[src/rtl/alu_seq_pkg.sv]
// alu_seq_pkg: shared ALU op codes and sequencer FSM state encodings.
package alu_seq_pkg;

    typedef enum logic [3:0] {
        OP_AND, OP_OR, OP_XOR, OP_ADDS, OP_ADDU, OP_SUBS, OP_SUBU, OP_SHRL,
        OP_SHLL, OP_SHRA, OP_SLT, OP_SLTU, OP_MULU, OP_DIVU, OP_REMU, OP_PASS
    } op_t;

    typedef enum logic [1:0] {IDLE, CALC, DONE} state_t;

endpackage

[src/rtl/alu_seq_md.sv]
// alu_md_iter: WIDTH-step shift-add multiply / restoring divide with a done pulse.
module alu_md_iter
    import alu_seq_pkg::*;
#(
    parameter int WIDTH = 32
) (
    input  logic             clk,
    input  logic             reset_,
    input  logic             start,
    input  op_t              op,
    input  logic [WIDTH-1:0] a,
    input  logic [WIDTH-1:0] b,
    output logic             done,
    output logic [WIDTH-1:0] result
);

    localparam int CW = $clog2(WIDTH) + 1;

    // x: product / remainder, y: shifted multiplicand / dividend->quotient, z: multiplier / divisor
    logic [WIDTH-1:0] x, y, z, cx, cy, cz, nx, ny, nz;
    logic [WIDTH:0]   sh, diff;
    logic [CW-1:0]    cnt;
    logic             busy, mul, rem, mul_c;

    // The first step runs on the start edge itself, so WIDTH steps end WIDTH-1 edges later.
    always_comb begin
        mul_c = start ? (op == OP_MULU) : mul;
        cx    = start ? '0 : x;
        cy    = start ? a : y;
        cz    = start ? b : z;
        sh    = {cx, cy[WIDTH-1]};
        diff  = sh - {1'b0, cz};
        nx    = mul_c ? (cz[0] ? cx + cy : cx) : (diff[WIDTH] ? sh[WIDTH-1:0] : diff[WIDTH-1:0]);
        ny    = mul_c ? cy << 1 : {cy[WIDTH-2:0], ~diff[WIDTH]};
        nz    = mul_c ? cz >> 1 : cz;
    end

    assign done   = busy && cnt == CW'(WIDTH);
    assign result = (mul || rem) ? x : y;

    always_ff @(posedge clk or negedge reset_) begin
        if (!reset_) begin
            x    <= '0;
            y    <= '0;
            z    <= '0;
            cnt  <= '0;
            busy <= 1'b0;
            mul  <= 1'b0;
            rem  <= 1'b0;
        end else begin
            if (start) begin
                mul <= op == OP_MULU;
                rem <= op == OP_REMU;
            end
            if (start || (busy && !done)) begin
                x   <= nx;
                y   <= ny;
                z   <= nz;
                cnt <= start ? CW'(1) : cnt + CW'(1);
            end
            busy <= start || (busy && !done);
        end
    end

endmodule

[src/rtl/alu_seq.sv]
// alu_seq: valid/ready ALU with single-cycle logic ops and iterative multiply/divide.
module alu_seq
    import alu_seq_pkg::*;
#(
    parameter int WIDTH = 32,
    parameter int SHW   = $clog2(WIDTH)
) (
    input  logic             clk,
    input  logic             reset_,
    input  logic             in_valid,
    output logic             in_ready,
    input  logic [3:0]       op,
    input  logic [WIDTH-1:0] in_0,
    input  logic [WIDTH-1:0] in_1,
    output logic             out_valid,
    input  logic             out_ready,
    output logic [WIDTH-1:0] out,
    output logic             of,
    output logic             dz
);

    state_t           state, state_n;
    op_t              opc;
    logic             accept, long_op, md_done, a_of, a_dz, of_r, dz_r;
    logic [WIDTH-1:0] a_res, md_res, sum, dif;

    assign opc       = op_t'(op);
    assign long_op   = opc == OP_MULU || ((opc == OP_DIVU || opc == OP_REMU) && in_1 != '0);
    assign in_ready  = state == IDLE || (state == DONE && out_ready);
    assign accept    = in_valid && in_ready;
    assign out_valid = state == DONE;
    assign of        = of_r && out_valid;
    assign dz        = dz_r && out_valid;

    always_comb begin
        state_n = accept ? (long_op ? CALC : DONE)
                : state == CALC ? (md_done ? DONE : CALC)
                : (state == DONE && !out_ready) ? DONE : IDLE;
    end

    // Divide by zero never reaches the iterator; its fixed result is produced here.
    always_comb begin
        sum   = in_0 + in_1;
        dif   = in_0 - in_1;
        a_res = in_0;
        a_of  = 1'b0;
        a_dz  = 1'b0;
        case (opc)
            OP_AND:  a_res = in_0 & in_1;
            OP_OR:   a_res = in_0 | in_1;
            OP_XOR:  a_res = in_0 ^ in_1;
            OP_ADDS: begin
                a_res = sum;
                a_of  = in_0[WIDTH-1] == in_1[WIDTH-1] && sum[WIDTH-1] != in_0[WIDTH-1];
            end
            OP_ADDU: a_res = sum;
            OP_SUBS: begin
                a_res = dif;
                a_of  = in_0[WIDTH-1] != in_1[WIDTH-1] && dif[WIDTH-1] != in_0[WIDTH-1];
            end
            OP_SUBU: a_res = dif;
            OP_SHRL: a_res = in_0 >> in_1[SHW-1:0];
            OP_SHLL: a_res = in_0 << in_1[SHW-1:0];
            OP_SHRA: a_res = $signed(in_0) >>> in_1[SHW-1:0];
            OP_SLT:  a_res = {{(WIDTH-1){1'b0}}, $signed(in_0) < $signed(in_1)};
            OP_SLTU: a_res = {{(WIDTH-1){1'b0}}, in_0 < in_1};
            OP_DIVU: begin
                a_res = '1;
                a_dz  = in_1 == '0;
            end
            OP_REMU: a_dz = in_1 == '0;
            default: a_res = in_0;
        endcase
    end

    alu_md_iter #(.WIDTH(WIDTH)) u_md (
        .clk    (clk),
        .reset_ (reset_),
        .start  (accept && long_op),
        .op     (opc),
        .a      (in_0),
        .b      (in_1),
        .done   (md_done),
        .result (md_res)
    );

    always_ff @(posedge clk or negedge reset_) begin
        if (!reset_) begin
            state <= IDLE;
            out   <= '0;
            of_r  <= 1'b0;
            dz_r  <= 1'b0;
        end else begin
            state <= state_n;
            if (accept && !long_op) begin
                out  <= a_res;
                of_r <= a_of;
                dz_r <= a_dz;
            end else if (md_done) begin
                out  <= md_res;
                of_r <= 1'b0;
                dz_r <= 1'b0;
            end
        end
    end

endmodule

[config.mk]
export PLATFORM = sky130hd
export DESIGN_NAME = alu_seq
export DESIGN_NICKNAME = d
export VERILOG_FILES = /design/src/rtl/alu_seq_pkg.sv /design/src/rtl/alu_seq_md.sv /design/src/rtl/alu_seq.sv
export SDC_FILE = /design/constraint.sdc
export NUM_CORES = 1
export LEC_CHECK = 0
export ABC_AREA = 1
export CAP_MARGIN = 5
export CORE_MARGIN = 1
export CORE_UTILIZATION = 35
export CTS_CLUSTER_DIAMETER = 120
export DETAILED_ROUTE_END_ITERATION = 12
export GPL_TIMING_DRIVEN = 1
export PLACE_DENSITY = 0.48
export SYNTH_ARGS = -nofsm -noshare
export SYNTH_HDL_FRONTEND = slang
export SYNTH_SLANG_ARGS = --single-unit
[constraint.sdc]
create_clock -name clk -period 4.4 [get_ports clk]
set_clock_uncertainty 0.05 [all_clocks]
set_input_delay 1.32 -clock clk [delete_from_list [all_inputs] [get_ports clk]]
set_output_delay 1.32 -clock clk [all_outputs]
set_load 0.05 [all_outputs]
# [Word level (Yosys, flattened, before mapping)]
# Index checks and enable logic that the tools add are counted.
[classes] n_div=0 shift=3 n_reduce_logical=28 eq_ne=21 multipliers=0 n_mux=24 add_sub_neg=5 order_cmp=2 bitwise_logic=4
[op_table] operator="$pmux 32 s11" count=1
[op_table] operator="$mux 32" count=10
[op_table] operator="$add 32x32->32" count=2
[op_table] operator="$lt 32x32->1" count=2
[op_table] operator="$sub 33x32->33" count=1
[op_table] operator="$and 32x32->32" count=1
[op_table] operator="$logic_not 32->1" count=1
[op_table] operator="$or 32x32->32" count=1
[op_table] operator="$reduce_bool 32->1" count=1
[op_table] operator="$shl 32x5->32" count=1
[op_table] operator="$shr 32x5->32" count=1
[op_table] operator="$sshr 32x5->32" count=1
[op_table] operator="$sub 32x32->32" count=1
[op_table] operator="$xor 32x32->32" count=1
[op_table] operator="$eq 4x4->1 const B" count=7
[op_table] operator="$eq 4x3->1 const B" count=4
[op_table] operator="$logic_and 1x1->1" count=12
[op_table] operator="$mux 2" count=5
[op_table] operator="$eq 4x2->1 const B" count=2
[op_table] operator="$add 6x1->6 const B" count=1
[op_table] operator="$eq 6x6->1 const B" count=1
[op_table] operator="$mux 1" count=6
[op_table] operator="$mux 6" count=1
[op_table] operator="$reduce_or 2->1" count=3
[op_table] operator="other kinds (12)" count=20
[word_totals] n_memories=0 input_bits=72 rom_bits=0 wordCells=98 reg_bits=141 latchBits=0 output_inout_bits=36 ram_bits=0

# [Longest topological paths before layout]
# Gate-level depths: netlist of run 1.
[logic_depth] word_depth=9 ltp_mapped=36

# [Cells and area by module]
# From an unflattened synthesis of run 1, not the netlist that was laid out.
[hier_totals] cells_unflattened=4333 hier_area_um2=23480.0
[by_module_without_submodules] module="alu_seq" seq_area_each_um2=900.9 cells_per_inst=2408 area_per_inst_um2=12215.5 n_inst=1
[by_module_without_submodules] module="alu_md_iter" seq_area_each_um2=2627.5 cells_per_inst=1925 area_per_inst_um2=11264.6 n_inst=1

# [Least setup slack after synthesis of run 1]
# Ideal clock, no wire load.
[synth_timing] path_type="input to register" from="input out_ready" to="register u_md.x[18]" path_stages=31 arrival_ps=5514 path_buffers=6 setup_time_ps=124 slack_ps=-1288 cell_sequence="nor2_1 > nor2_1 > nand2_1 > inv_1 > nand2_4 > buf_12 > buf_8 > buf_6 > buf_2 > clkbuf_1 > clkbuf_1 > nand2_1 > o21ai_0 > ha_1 > fa_1 > a31oi_1 > nor2_1 > nor2_1 > nand2_1 > nand2_1 > inv_1 > nand2_1 > nand2_2 > nand2_1 > nand2_1 > nand3_1 > nand3_1 > nand3_1 > nand2_1 > a21oi_1 > a21oi_1"
[synth_between] elab_chain_len=8 elab_cells_between_ends=14 classes_between="add/sub (2); mux (7); reduce/logical (5)"
[synth_rtl] element="start, declared" line="alu_seq.sv:16" rtl="input logic out_ready,"
[synth_rtl] element="$logic_and 1x1->1" line="alu_seq.sv:29" rtl="assign in_ready = state == IDLE || (state == DONE && out_ready);"
[synth_rtl] element="$logic_or 1x1->1" line="alu_seq.sv:29"
[synth_rtl] element="named net in_ready" line="alu_seq.sv:11" rtl="output logic in_ready,"
[synth_rtl] element="$logic_and 1x1->1" line="alu_seq.sv:30" rtl="assign accept = in_valid && in_ready;"
[synth_rtl] element="$logic_and 1x1->1" line="alu_seq.sv:79" rtl=".start (accept && long_op),"
[synth_rtl] element="$mux 32" line="alu_seq_md.sv:29" rtl="cy = start ? a : y;"
[synth_rtl] element="named net u_md.cy[0]" line="alu_seq_md.sv:20" rtl="logic [WIDTH-1:0] x, y, z, cx, cy, cz, nx, ny, nz;"
[synth_rtl] element="$add 32x32->32" line="alu_seq_md.sv:33" rtl="nx = mul_c ? (cz[0] ? cx + cy : cx) : (diff[WIDTH] ? sh[WIDTH-1:0] : diff[WIDTH-1:0]);"
[synth_rtl] element="$mux 32 (2 in series)" line="alu_seq_md.sv:33"
[synth_rtl] element="end signal, assigned" line="alu_seq_md.sv:56" rtl="x <= nx;"
[synth_rtl] element="end, declared" line="alu_seq_md.sv:20"
# The timed path passes the listed nets, and every way through them passes these cells.
# A chain may end at the register's enable or synchronous reset.

# [Worst setup path in the final report of run 1]
[layout_timing] from="input in_1[14]" to="register u_md.x[20]"
[layout_between] elab_chain_len=8 elab_cells_between_ends=14 classes_between="add/sub (2); mux (7); reduce/logical (5)"
[layout_rtl] element="start, declared" line="alu_seq.sv:14" rtl="input logic [WIDTH-1:0] in_1,"
[layout_rtl] element="$reduce_bool 32->1" line="alu_seq.sv:28" rtl="assign long_op = opc == OP_MULU || ((opc == OP_DIVU || opc == OP_REMU) && in_1 != '0);"
[layout_rtl] element="$logic_and 1x1->1" line="alu_seq.sv:28"
[layout_rtl] element="$logic_or 1x1->1" line="alu_seq.sv:28"
[layout_rtl] element="$logic_and 1x1->1" line="alu_seq.sv:79"
[layout_rtl] element="$mux 32, on equally long branches" line="alu_seq_md.sv:29, alu_seq_md.sv:28, alu_seq_md.sv:30"
[layout_rtl] element="$sub 33x32->33 or $add 32x32->32 (tied branches)" line="alu_seq_md.sv:32, alu_seq_md.sv:33"
[layout_rtl] element="$mux 32 (2 in series)" line="alu_seq_md.sv:33"
# Several ways; a longest one is shown, not always the timed one.

==> results of run 1 <==
## layout make-up
| class | instances | share of cell area, % |
|---|---|---|
| clock buffers | 17 | 1.27 |
| clock inverters | 15 | 0.371 |
| inverters | 526 | 5.95 |
| multi-input cells | 2964 | 51.1 |
| flip-flops and latches | 141 | 10.6 |
| well taps | 782 | 2.93 |
| repair buffers | 1116 | 27.8 |
## metrics by stage
stage	setup TNS (ns)	setup slack (ns)	total power, mW	util, %	instances
after floorplan	-14.60	-0.523	10.9	-	3804
after global placement	-56.30	-1.36	18.0	49.5	5426
after detailed placement	-57.65	-1.41	18.1	49.5	5426
after CTS	-0.542	-0.0621	21.6	53.6	5536
after global routing	-6.11	-0.240	25.0	55.4	5561
final	-1.75	-0.110	23.4	55.4	5561
## metal layers
metal	up-vias	routed length (um)	track usage, %	share of wire, %
met3	150	9290	5.36	7.8
li1	14477	-	-	-
met4	0	4630	13.3	3.9
met1	13832	55200	54.0	46
met2	1206	49800	55.5	42
met5	-	0	0	0
## worst max path at each step
stage | startpoint | end | slack, ns | cells past startpoint
floorplan | in_1[3] | u_md.x[18]$_DFFE_PN0P_ | -0.52 | 35
global placement | in_1[6] | u_md.x[30]$_DFFE_PN0P_ | -1.36 | 28
detailed placement | in_1[12] | u_md.x[23]$_DFFE_PN0P_ | -1.41 | 29
CTS | in_1[4] | u_md.x[0]$_DFFE_PN0P_ | -0.06 | 28
global route | in_1[14] | u_md.x[20]$_DFFE_PN0P_ | -0.24 | 29
finish | in_1[14] | u_md.x[20]$_DFFE_PN0P_ | -0.11 | 27
## cell families after synthesis
group | after synthesis | share of synthesized area (%)
AO/OA/AOI/OAI | 966 | 25.4
XOR/XNOR | 23 | 0.944
adder cells (fa/ha/maj) | 140 | 8.35
buffers and inverters | 699 | 12.8
flip-flops | 141 | 16.5
multiplexers | 14 | 0.686
AND/OR/NAND/NOR | 1821 | 35.3
## registers in the layout, indices dropped and copies added, names as in the netlist
name / count
dz_r: 1
of_r: 1
out: 32
state: 2
u_md.busy: 1
u_md.cnt: 6
u_md.mul: 1
u_md.rem: 1
u_md.x: 32
u_md.y: 32
u_md.z: 32
## where the power goes
part | internal (mW) | switching, mW
Combinational | 8.50 | 11.0
Clock | 0.738 | 0.697
Sequential | 1.95 | 0.529
## worst register-to-register path: cells and delay by family, from the launching register on
kind                     cells  cell delay (ns)
buffers and inverters       10             1.25
AND/OR/NAND/NOR             13             1.24
flip-flops                   1             0.36
adder cells (fa/ha/maj)      1             0.31
AO/OA/AOI/OAI                2             0.24
## repair_timing
action / CTS / global route
endpoints found under the setup margin: 45 / 55
pin swaps: 76 / 123
cloned: 14 / 1
setup buffers: 68 / 31
resized for setup: 426 / 266
## layout by cell type, fill, tap and decap left out, types with 36 or more instances in the layout
master           netlist  routed
a21oi_1              334     284
a21oi_2                3      46
buf_4                  4     941
buf_6                  7      38
clkdlybuf4s50_1        0      67
dfrtp_1              141     141
ha_1                 136     112
inv_1                505     485
nand2_1             1086     957
nand2_2               29     119
nand2_4                2      37
nand3_1              263     221
nand3_2                2      39
nor2_1               330     269
nor2_2                 9      43
o211ai_1              47      47
o21ai_0              394     342
o22ai_1               36      36
==> reports/results.tsv, run 1 <==
metric	value	unit
Buf+Inv Stages, Crit Path	9	
RSZ-0062 raised after global routing	true	
Routed Antenna Nets	0	
sequential share of the synthesized area	16.5	%
FFs w/ async S/R, synth	100	%
Final Hold Fails	0	
post-synthesis cell count	3804	
Post-synth EDFFs	0	
Multi-input gate area	17100	um2
R2R depth	26	
row cnt	90	
CP startpoint kind	input pin	
final hold slack	0.461	ns
sequential cell area	3530	um2
Final #Nets	4978	
largest net degree at the start of global routing	61	
Clock Pin Slew Worst Setup and Hold Paths	0.07	ns
number of global-route vias before repair	27640	
Hold-fix buffers, CTS	0	
Die ar.	61900	um2
R2R Path Start	state[1]$_DFF_PN0_	
P&R area growth vs syn	56.5	%
Slew HR	28.4	%
Worst Slack Setup Final	-0.110	ns
Reg2Reg Capture Point	u_md.x[20]$_DFFE_PN0P_	
die height	249	um
status	complete, but fails checks	
Die X	249	um
clock tree buffer depth	2	
clk_lat worst skew	0.46	ns
Synth top area share	19.1	%
Final Cell Area	33400	um2
R2R Setup Slk	0.88	ns
Post-Route WL	119000	um
# fillers	6238	
failing checks	negative setup slack	
Crit-path slowest cell	o21ai_4	
post-DP HPWL	96100	um
CP arrival	4.83	ns
drt pass-1 iters	6	
Synth Register Bits	141	
CP top delay family	simple AND/OR/NAND/NOR gates	
Peak VDD IR	0.000531	V
final period utilization	102	%
min cycle time layout	4.51	ns
type of the worst setup path	input pin to register	
Ys Warns	0	
H-Tree Depth	4	
Final Setup Violations	32	
vias per cell	5.33	
Max FO, Critical Path	6	
Main synth FF type	dfrtp_1	
Placeable Area	60200	um2
Max Cap Viol	0	
dominant cell type by area after synthesis	nand2_1	
Critical Path End Type	register	
Num CTS Buffers	17	
Post-synth top cells	nand2_1, inv_1, o21ai_0	
Slew @ Worst Pin	1.05	ns
Avg Inst Size Synth	5.61	um2
Hold Path Depth	2	
clock root buffer	clkbuf_16	
I/O Pins	108	
ANT cells	0	
initial antenna violation count	0	
GRT Total Usage	37.2	%
CP required	4.72	ns
min-delay src	u_md.y[25]$_DFFE_PN0P_	
top post-synthesis cells by area	nand2_1, dfrtp_1, o21ai_0	
Slew Viols, Final	0	
Cell Pwr Density	700	nW/um2
share of cells above drive strength 1	32.1	%
Cell variety after synth	61	
routed len/inst	21.4	um
total global routing overflow	0	
residual DRC count	0	
count leader, synth	nand2_1	
routability cong.	1.04	
Mapped Area	21300	um2
Initial Utilization	35.4	%
CTS sink cnt	141	
Mapped Nets	4016	
class of the worst hold path	register to register	
drt initial violations	3023	
Pleak	17.3	nW
Hold EP	u_md.y[25]$_DFFE_PN0P_	
CTS tree	built	
Buffers on Ports	107	
first-pass GRT wire length	174000	um
post-placement cell area	29800	um2
largest stage delay on the critical path	0.30	ns
via count	29665	
maximum clock frequency	0.222	GHz
No activity file was read; power rests on OpenSTA's default activity.
==> run 2, diff against run 1 <==
--- a/config.mk
+++ b/config.mk
@@ -13,6 +13,7 @@
 export DETAILED_ROUTE_END_ITERATION = 12
 export GPL_TIMING_DRIVEN = 1
 export PLACE_DENSITY = 0.48
+export SLEW_MARGIN = 20
 export SYNTH_ARGS = -nofsm -noshare
 export SYNTH_HDL_FRONTEND = slang
 export SYNTH_SLANG_ARGS = --single-unit
==> results of run 2 <==
No change in the layout: final DEF, timing and power equal those of run 1.
